[config.mk]
export PLATFORM = sky130hd
export DESIGN_NAME = key_repeat
export DESIGN_NICKNAME = d
export VERILOG_FILES = /design/src/rtl/key_repeat.sv
export SDC_FILE = /design/constraint.sdc
export NUM_CORES = 1
export LEC_CHECK = 0
export CORE_MARGIN = 2
export CORE_UTILIZATION = 31
export DETAILED_ROUTE_END_ITERATION = 8
export PLACE_DENSITY = 0.49
export SYNTH_ARGS = -nofsm -noshare
export SYNTH_HDL_FRONTEND = slang
export SYNTH_SLANG_ARGS = --single-unit
[constraint.sdc]
create_clock -name CLK -period 4.7 [get_ports CLK]
set_clock_uncertainty 0.2 [all_clocks]
set_input_delay 0.47 -clock CLK [delete_from_list [all_inputs] [get_ports CLK]]
set_output_delay 0.47 -clock CLK [all_outputs]
set_load 0.01 [all_outputs]
[src/rtl/key_repeat.sv]
// Key press / auto-repeat event generator driven by the debounced key level and press edge.
// Optional KEY_REPEAT_ACCEL_EN switches to the fast repeat period after ACCEL_REPEATS repeats.
module key_repeat #(
  parameter int unsigned CNT_BITS      = 4,
  parameter int unsigned DELAY_TICKS   = 10,
  parameter int unsigned RATE_TICKS    = 3,
  parameter int unsigned ACCEL_REPEATS = 4,
  parameter int unsigned FAST_TICKS    = 1
) (
  input  logic CLK,
  input  logic CLR,
  input  logic CE,
  input  logic KEY_EN,
  input  logic KEY_UP,
  output logic KEY_PULSE,
  output logic REPEATING
);

  localparam logic [CNT_BITS-1:0] ONE       = CNT_BITS'(1);
  localparam logic [CNT_BITS-1:0] DELAY_VAL = CNT_BITS'(DELAY_TICKS);
  localparam logic [CNT_BITS-1:0] RATE_VAL  = CNT_BITS'(RATE_TICKS);

  typedef enum logic [1:0] {
    IDLE   = 2'd0,
    DELAY  = 2'd1,
    REPEAT = 2'd2
  } state_t;

  state_t              state_q, state_d;
  logic [CNT_BITS-1:0] cnt_q, cnt_d;
  logic [CNT_BITS-1:0] reload;
  logic                pulse_d;

`ifdef KEY_REPEAT_ACCEL_EN
  localparam logic [CNT_BITS-1:0] ACCEL_VAL = CNT_BITS'(ACCEL_REPEATS);
  localparam logic [CNT_BITS-1:0] FAST_VAL  = CNT_BITS'(FAST_TICKS);

  logic [CNT_BITS-1:0] rep_q, rep_d, rep_inc;

  // Repeat count: starts at 1 on the first repeat, saturates, clears on leaving REPEAT.
  always_comb begin
    rep_inc = (rep_q == '1) ? rep_q : rep_q + ONE;
    reload  = (rep_inc >= ACCEL_VAL) ? FAST_VAL : RATE_VAL;
    rep_d   = rep_q;
    if (state_q == DELAY && state_d == REPEAT) begin
      rep_d = ONE;
    end else if (state_q == REPEAT && state_d == IDLE) begin
      rep_d = '0;
    end else if (state_q == REPEAT && pulse_d) begin
      rep_d = rep_inc;
    end
  end

  always_ff @(posedge CLK or posedge CLR) begin
    if (CLR) begin
      rep_q <= '0;
    end else begin
      rep_q <= rep_d;
    end
  end
`else
  logic unused_accel_params;
  assign unused_accel_params = ^{CNT_BITS'(ACCEL_REPEATS), CNT_BITS'(FAST_TICKS)};
  assign reload = RATE_VAL;
`endif

  // State, tick counter and registered outputs.
  always_ff @(posedge CLK or posedge CLR) begin
    if (CLR) begin
      state_q   <= IDLE;
      cnt_q     <= '0;
      KEY_PULSE <= 1'b0;
      REPEATING <= 1'b0;
    end else begin
      state_q   <= state_d;
      cnt_q     <= cnt_d;
      KEY_PULSE <= pulse_d;
      REPEATING <= (state_d == REPEAT);
    end
  end

  // Next state; release takes priority over expiry on the same CE tick.
  always_comb begin
    state_d = state_q;
    cnt_d   = cnt_q;
    pulse_d = 1'b0;
    case (state_q)
      IDLE: begin
        if (KEY_UP) begin
          pulse_d = 1'b1;
          cnt_d   = DELAY_VAL;
          state_d = DELAY;
        end
      end
      DELAY: begin
        if (CE) begin
          if (!KEY_EN) begin
            state_d = IDLE;
            cnt_d   = '0;
          end else if (cnt_q == ONE) begin
            pulse_d = 1'b1;
            cnt_d   = RATE_VAL;
            state_d = REPEAT;
          end else begin
            cnt_d = cnt_q - ONE;
          end
        end
      end
      REPEAT: begin
        if (CE) begin
          if (!KEY_EN) begin
            state_d = IDLE;
            cnt_d   = '0;
          end else if (cnt_q == ONE) begin
            pulse_d = 1'b1;
            cnt_d   = reload;
          end else begin
            cnt_d = cnt_q - ONE;
          end
        end
      end
      default: begin
        state_d = IDLE;
        cnt_d   = '0;
      end
    endcase
  end

endmodule

---- Word level (Yosys, flattened, before mapping) ----
Cells that the tools add are included.
storage, ports and cells
  word-level logic and storage cells ...... 31
  input port bits ......................... 5
  bits in registers ....................... 8
operators by class
  muxes and demuxes ....................... 17
  reductions and logical operators ........ 3
  $add $sub $neg .......................... 1
  equality and inequality tests ........... 6
operators by type and width
  kind                 count
  $mux 4               4
  $mux 2               6
  $pmux 4 s2           1
  $pmux 2 s3           1
  $eq 2x2->1 const B   2
  $eq 4x1->1 const B   1
  $mux 1               4
  $sub 4x1->4 const B  1
  $eq 2x1->1 const B   1
  $logic_not 2->1      1
  $ne 2x1->1 const B   1
  $ne 2x2->1 const B   1
  $pmux 1 s2           1
  $reduce_and 2->1     1
  $reduce_or 2->1      1

---- Depth between registers and ports, before layout ----
  depth in word-level cells ............... 6
  depth in mapped cells ................... 6

---- Worst setup path after synthesis ----
OpenSTA, ideal clock, no wires.
  path kind ............................... flip-flop to flip-flop
  start point ............................. register state_q[0]
  end point ............................... register cnt_q[0]
  setup time .............................. 0.125 ns
  clock period less this slack ............ 1.852 ns
  stages on the path, launching flop included .. 6
  arrival time ............................ 1.527 ns
  data required time ...................... 4.375 ns
  setup slack ............................. 2.848 ns
  cells stage by stage .................... dfrtp_1 -> inv_1 -> ha_1 -> or2b_2 -> o21ai_1 -> mux2_2
between the ends
  word-level cells in the longest chain between the ends .. 4
ends and longest elaborated chain
  element                                          RTL line  text
  start, declared                                  29        state_t state_q, state_d;
  start signal, assigned                           75        state_q <= state_d;
  $eq 2x2->1 / $eq 2x1->1 (equally long branches)  87        case (state_q)
  $reduce_or 2->1 (no line)                        -
  $ne 2x1->1 (no line)                             -
  $reduce_and 2->1 (no line)                       -
  end signal, assigned                             76        cnt_q <= cnt_d;
  end, declared                                    30        logic [CNT_BITS-1:0] cnt_q, cnt_d;
Several ways; a longest one is shown, not always the timed one.
A chain may end at the register's enable or synchronous reset.

---- Worst setup path after layout ----
Same ends and word-level chain as after synthesis.

==> reports/results.tsv <==
stage	metric	value	unit
outcome	status	completed	
clock_network	# clock sinks	8	
grt	Tot GR Track Use	11.5	%
route	Starting DRT DRC Count	8	
clock_network	Clock Latency Late Sink	250	ps
floorplanning	row count	14	
logic_synthesis	post-synthesis average cell area	9.52	sq um
layout	share of layout cells above drive strength 1	17.2	%
worst_setup_path	top fanout value on the critical path	7	
clock_network	post-CTS setup buffers	0	
place	GPL Wtd Cong	0.746	
timing	RSZ-0062 raised after global routing	false	
floorplanning	die area	2070	sq um
grt	initial antenna violation count	0	
worst_setup_path	FF-to-FF path depth	5	
floorplanning	num ports	7	
worst_setup_path	R2R Path End	cnt_q[0]	
logic_synthesis	area leader, netlist	dfrtp_1	
power	pwr/cell area	514	nW/um^2
layout	n_diodes	0	
logic_synthesis	yosys warns	0	
logic_synthesis	ranking of synthesized cells by area	dfrtp_1 38%, ha_1 14%, inv_1 4.9%	
clock_network	Hold Buf Count CTS	0	
layout	Syn-to-layout area delta	18.3	%
layout	multi-input combinational cell area	302	sq um
timing	final hold violation count	0	
clock_network	CTS root buf	clkbuf_4	
clock_network	CTS resizes	0	
grt	first-pass GRT wire length	1.64	mm
logic_synthesis	EDFF count, synth	0	
hold_path	worst min path class	input port to async pin	
layout	Reg area	200	sq um
place	I/O Buffers	6	
floorplanning	core area	1560	sq um
timing	Total Neg Setup Slack	0	ps
place	HPWL Detailed	807	um
worst_setup_path	Req. time, crit path	4630	ps
worst_setup_path	Worst R2R Start	state_q[0]	
route	DR pass1 iterations	5	
layout	layout net count	77	
timing	Worst slew margin	70.4	%
worst_setup_path	WS Path Type	register to register	
logic_synthesis	Most used DFF post-synth	dfrtp_1	
route	Avg WL per Cell	12.2	um
clock_network	CTS clk-pin slew, worst paths	50	ps
logic_synthesis	#FFs+latches synth	8	
timing	slew at the pin closest to its max-slew limit	441	ps
timing	count of pins over their slew limit	0	
grt	largest net degree at the start of global routing	9	
logic_synthesis	Post-Syn Area	533	sq um
worst_setup_path	worst path arrival time	1920	ps
job	MaxCap Viol Count	0	
timing	final worst-path cycle share	42.4	%
worst_setup_path	Crit. End Element	register	
clock_network	clock tree buffer depth	2	
floorplanning	die height	45.5	um
power	Peak VDD IR	0.189	mV
layout	fill count	157	
route	post-route ant nets	0	
clock_network	Num CTS Buffers	3	
timing	Tmin final	1990	ps
timing	fmax	502	MHz
logic_synthesis	Yosys cell types	28	
clock_network	H-tree levels	1	
timing	final setup vio count	0	
logic_synthesis	Net Count, Synth	67	
logic_synthesis	ys async rst share	100	%
worst_setup_path	r2r setup slk	2710	ps
logic_synthesis	commonest cells in the netlist	8 x dfrtp_1, 7 x inv_1, 6 x ha_1, 4 x a21oi_1, 4 x nand2_1	
worst_setup_path	CP startpoint kind	register	
route	vias per inst	5.25	
power	LEAKAGE	0.301	nW
logic_synthesis	most numerous cell in the Yosys netlist	dfrtp_1	
grt	vias in the first global route	401	
logic_synthesis	Yosys top cell area share	37.6	%
clock_network	TritonCTS clock tree	done	
floorplanning	die width	45.5	um
route	drt drc	0	
grt	total gr overflow	0	
power	Final Total Pwr	0.324	mW
logic_synthesis	register area share after synthesis	37.6	%
floorplanning	initial core utilization	34.2	%
logic_synthesis	Syn Inst Count	56	
route	via count	420	
route	drt total wl	974	um
worst max-delay path by stage:
stage	startpoint	end
4_1_cts	state_q[0]	cnt_q[0]
5_1_grt	state_q[0]	cnt_q[0]
3_5_place_dp	KEY_EN	cnt_q[3]
6_report	state_q[0]	cnt_q[0]
2_1_floorplan	state_q[0]	cnt_q[0]
3_3_place_gp	KEY_EN	cnt_q[3]
sequential cells by signal, summed over array words and instances (netlist names):
signal,flops
state_q,2
cnt_q,4
REPEATING,1
KEY_PULSE,1
cell type report:
type,count,share of cell area [%]
timing repair buffer,6,9.52
clock buffer,3,3.57
multi-input combinational,40,47.8
inverter,7,4.17
tap,16,3.17
sequential,8,31.7
cells in the final DEF (no fill, tap or decap), types with 2 or more instances in the layout:
cell type        Yosys  layout
dfrtp_1              8       8
inv_1                7       7
ha_1                 6       6
clkdlybuf4s50_1      0       6
nand2_1              4       4
a21oi_1              4       4
nor2_1               3       3
clkbuf_4             0       3
nor3_1               2       2
o21ai_0              2       2
critical path, stage by stage (launching register included):
cell     delay [ps]
dfrtp_1         400
inv_1           110
ha_1            210
or2b_2          310
o21ai_1         250
mux2_2          380
kinds of logic after synthesis:
| group | Yosys count | synth area share (%) |
|---|---|---|
| AOI/OAI and AO/OA | 14 | 17.4 |
| and+or+nand+nor | 19 | 23.0 |
| adders and majority gates | 6 | 14.1 |
| muxes | 1 | 2.11 |
| DFF | 8 | 37.6 |
| buffers and inverters | 8 | 5.87 |
where the power goes:
group / switching [mW] / leakage (nW) / internal [mW]
sequential: 0.0256 / 0.103 / 0.0937
combinational: 0.0784 / 0.184 / 0.0763
clock: 0.0209 / 0.0138 / 0.0291
total: 0.125 / 0.301 / 0.199
per-stage QoR:
step / hold WS, ps / utilization [%] / setup WS [ps] / cell area (sq um) / std cells
global placement: 331 / 39.0 / 2530 / 608 / 77
CTS: 267 / 40.4 / 2690 / 631 / 80
finish: 261 / 40.4 / 2710 / 631 / 80
detailed placement: 314 / 39.0 / 2540 / 608 / 77
global route: 285 / 40.4 / 2580 / 631 / 80
floorplan: 85.7 / - / 2850 / 533 / 56
per-layer routing:
layer / GRT usage [%] / up-vias / routed length [um]
met1: 14.0 / 198 / 464
met3: 7.14 / 0 / 48
met2: 18.3 / 9 / 462
met5: 0 / - / 0
li1: - / 213 / -
met4: 0 / 0 / 0
Power figures use the tool's default switching activity.
==> RTL change, RTL diff (same settings) <==
Register the input `KEY_EN` before use. The logic sees it one clock later. The other inputs are not delayed to match.
--- a/src/rtl/key_repeat.sv
+++ b/src/rtl/key_repeat.sv
@@ -25,6 +25,12 @@
     DELAY  = 2'd1,
     REPEAT = 2'd2
   } state_t;
+
+  logic KEY_EN_q;
+
+  always_ff @(posedge CLK) begin
+    KEY_EN_q <= KEY_EN;
+  end
 
   state_t              state_q, state_d;
   logic [CNT_BITS-1:0] cnt_q, cnt_d;
@@ -94,7 +100,7 @@
       end
       DELAY: begin
         if (CE) begin
-          if (!KEY_EN) begin
+          if (!KEY_EN_q) begin
             state_d = IDLE;
             cnt_d   = '0;
           end else if (cnt_q == ONE) begin
@@ -108,7 +114,7 @@
       end
       REPEAT: begin
         if (CE) begin
-          if (!KEY_EN) begin
+          if (!KEY_EN_q) begin
             state_d = IDLE;
             cnt_d   = '0;
           end else if (cnt_q == ONE) begin
Check against the original RTL: not equivalent (a bounded check fails within 4 cycles, from zero or initial values).
==> RTL change against the original RTL <==
- total power increased by 5.6%
- sequential cell count increased by 1
- worst hold slack got worse by 3.0 ps
- largest cell class unchanged
- largest power group unchanged
- area after synthesis increased by 3.8%
- routed wire length unchanged
- cell area increased by 5.6%
- critical path depth unchanged
- global-route usage increased by 0.42 points
- worst setup slack improved by 1.7 ps
==> RTL change: results (changes against the original RTL) <==
[route]
dr.pass1.iters=2  ; was 5
wl_um=974  ; unchanged
drt_iter0_drc=4  ; was 8
vias=418  ; was 420

[worst_setup_path]
r2r_slack_ps=2710  ; about the same
crit_path_max_fanout=7  ; unchanged
cpPeakStageDelay_ps=400  ; about the same
r2r-end=cnt_q[0]$_DFFE_PP0P_  ; unchanged
path_class=register to register  ; unchanged
r2r_start=state_q[0]$_DFF_PP0_  ; unchanged
reg2reg_depth=5  ; unchanged
cp_top_family=flip-flops  ; unchanged

[grt]
grt_pass1_wl_mm=1.676  ; was 1.642 mm
grt.total_usage_pct=11.91  ; was 11.48%
gr-usage-met2_pct=17.78  ; was 18.31%
grt_use_met3_pct=3.922  ; was 7.143%
antenna_found_initial=0  ; unchanged
grt_max_degree=9  ; unchanged
busiest_layer=met2  ; unchanged
met1_usage_pct=13.40  ; was 14.00%
grt_pass1_vias=409  ; was 401

[place]
routabilityCongestion=0.7422  ; was 0.7458
placed_cells=87  ; was 77
placed_area_um2=639.4  ; was 608.1 um^2
io_buffers=6  ; unchanged
dp_slack_ps=2542  ; was 2541 ps
hpwl_um=795.2  ; was 807.3 um

[power_and_ir_drop]
p_leak_nw=0.3107  ; was 0.3011 nW
p_switching_mw=0.1283  ; was 0.1248 mW
pwr-share-comb_pct=45.6  ; was 47.8%
ir_worst_vdd_mv=0.1888  ; was 0.1894 mV
p_seq_mw=0.126  ; was 0.119 mW

[layout]
fillCellCount=177  ; was 157
nNetsFinal=78  ; was 77
drive_above_1_share_pct=16.67  ; was 17.19%
instances_no_fill=91  ; was 80
reg.largest.list=cnt_q x4, state_q x2  ; unchanged

[synth]
synth_cell_types=29  ; was 28
async_reset_ff_share_pct=88.89  ; was 100.0%
yosys_warnings=0  ; unchanged
synth_fp_nets=68  ; was 67
synth_area_per_cell_um2=9.702  ; was 9.518 um^2
synth_flop_cell=dfrtp_1  ; unchanged
yosys-top-cells-count=dfrtp_1, inv_1, ha_1  ; unchanged
synth.area.top_cells=dfrtp_1, ha_1, inv_1  ; unchanged
yosysSeqAreaShare_pct=39.82  ; was 37.56%

[clock_network]
postCtsSetupRepairBufs=0  ; unchanged
cts-root-buf=clkbuf_4  ; unchanged
clockBufferDepth=2  ; unchanged
cts_made_buffers=3  ; unchanged
insertion_delay_ps=260
cts_max_level=1  ; unchanged
cts.repair.resized=0  ; unchanged

[worst_hold_path]
hp-class=input port to async pin  ; unchanged

[sta]
whs_ps=258.0  ; was 261.0 ps
timing.final.crit_share_pct=42.35  ; was 42.38%
tightest_slew_ps=460.9  ; was 441.3 ps

[run_status]
status=completed  ; unchanged

RTL change: cell type report:
type | count | area (um^2) | share of cell area [%]
Clock buffer | 4 | 26.28 | 3.947
Tap cell | 25 | 31.28 | 4.699
Timing Repair Buffer | 6 | 60.06 | 9.023
Inverter | 7 | 26.28 | 3.947
Sequential cell | 9 | 220.2 | 33.08
Multi-Input combinational cell | 40 | 301.5 | 45.30
RTL change: metal layers:
| metal | up-vias | routed length [um] |
|---|---|---|
| met1 | 191 | 456 |
| met3 | 5 | 38 |
| met2 | 7 | 442 |
| met4 | 0 | 37 |
| li1 | 215 | - |
| met5 | - | 0 |
RTL change: cell families (layout without fill, tap and decap cells):
group	count (synthesis)	count (layout)	share of synthesized area (%)
adders and majority gates	6	6	13.57
muxes	1	1	2.036
buffers and inverters	8	17	5.656
DFF	9	9	39.82
and+or+nand+nor	19	19	22.17
AOI/OAI and AO/OA	14	14	16.74
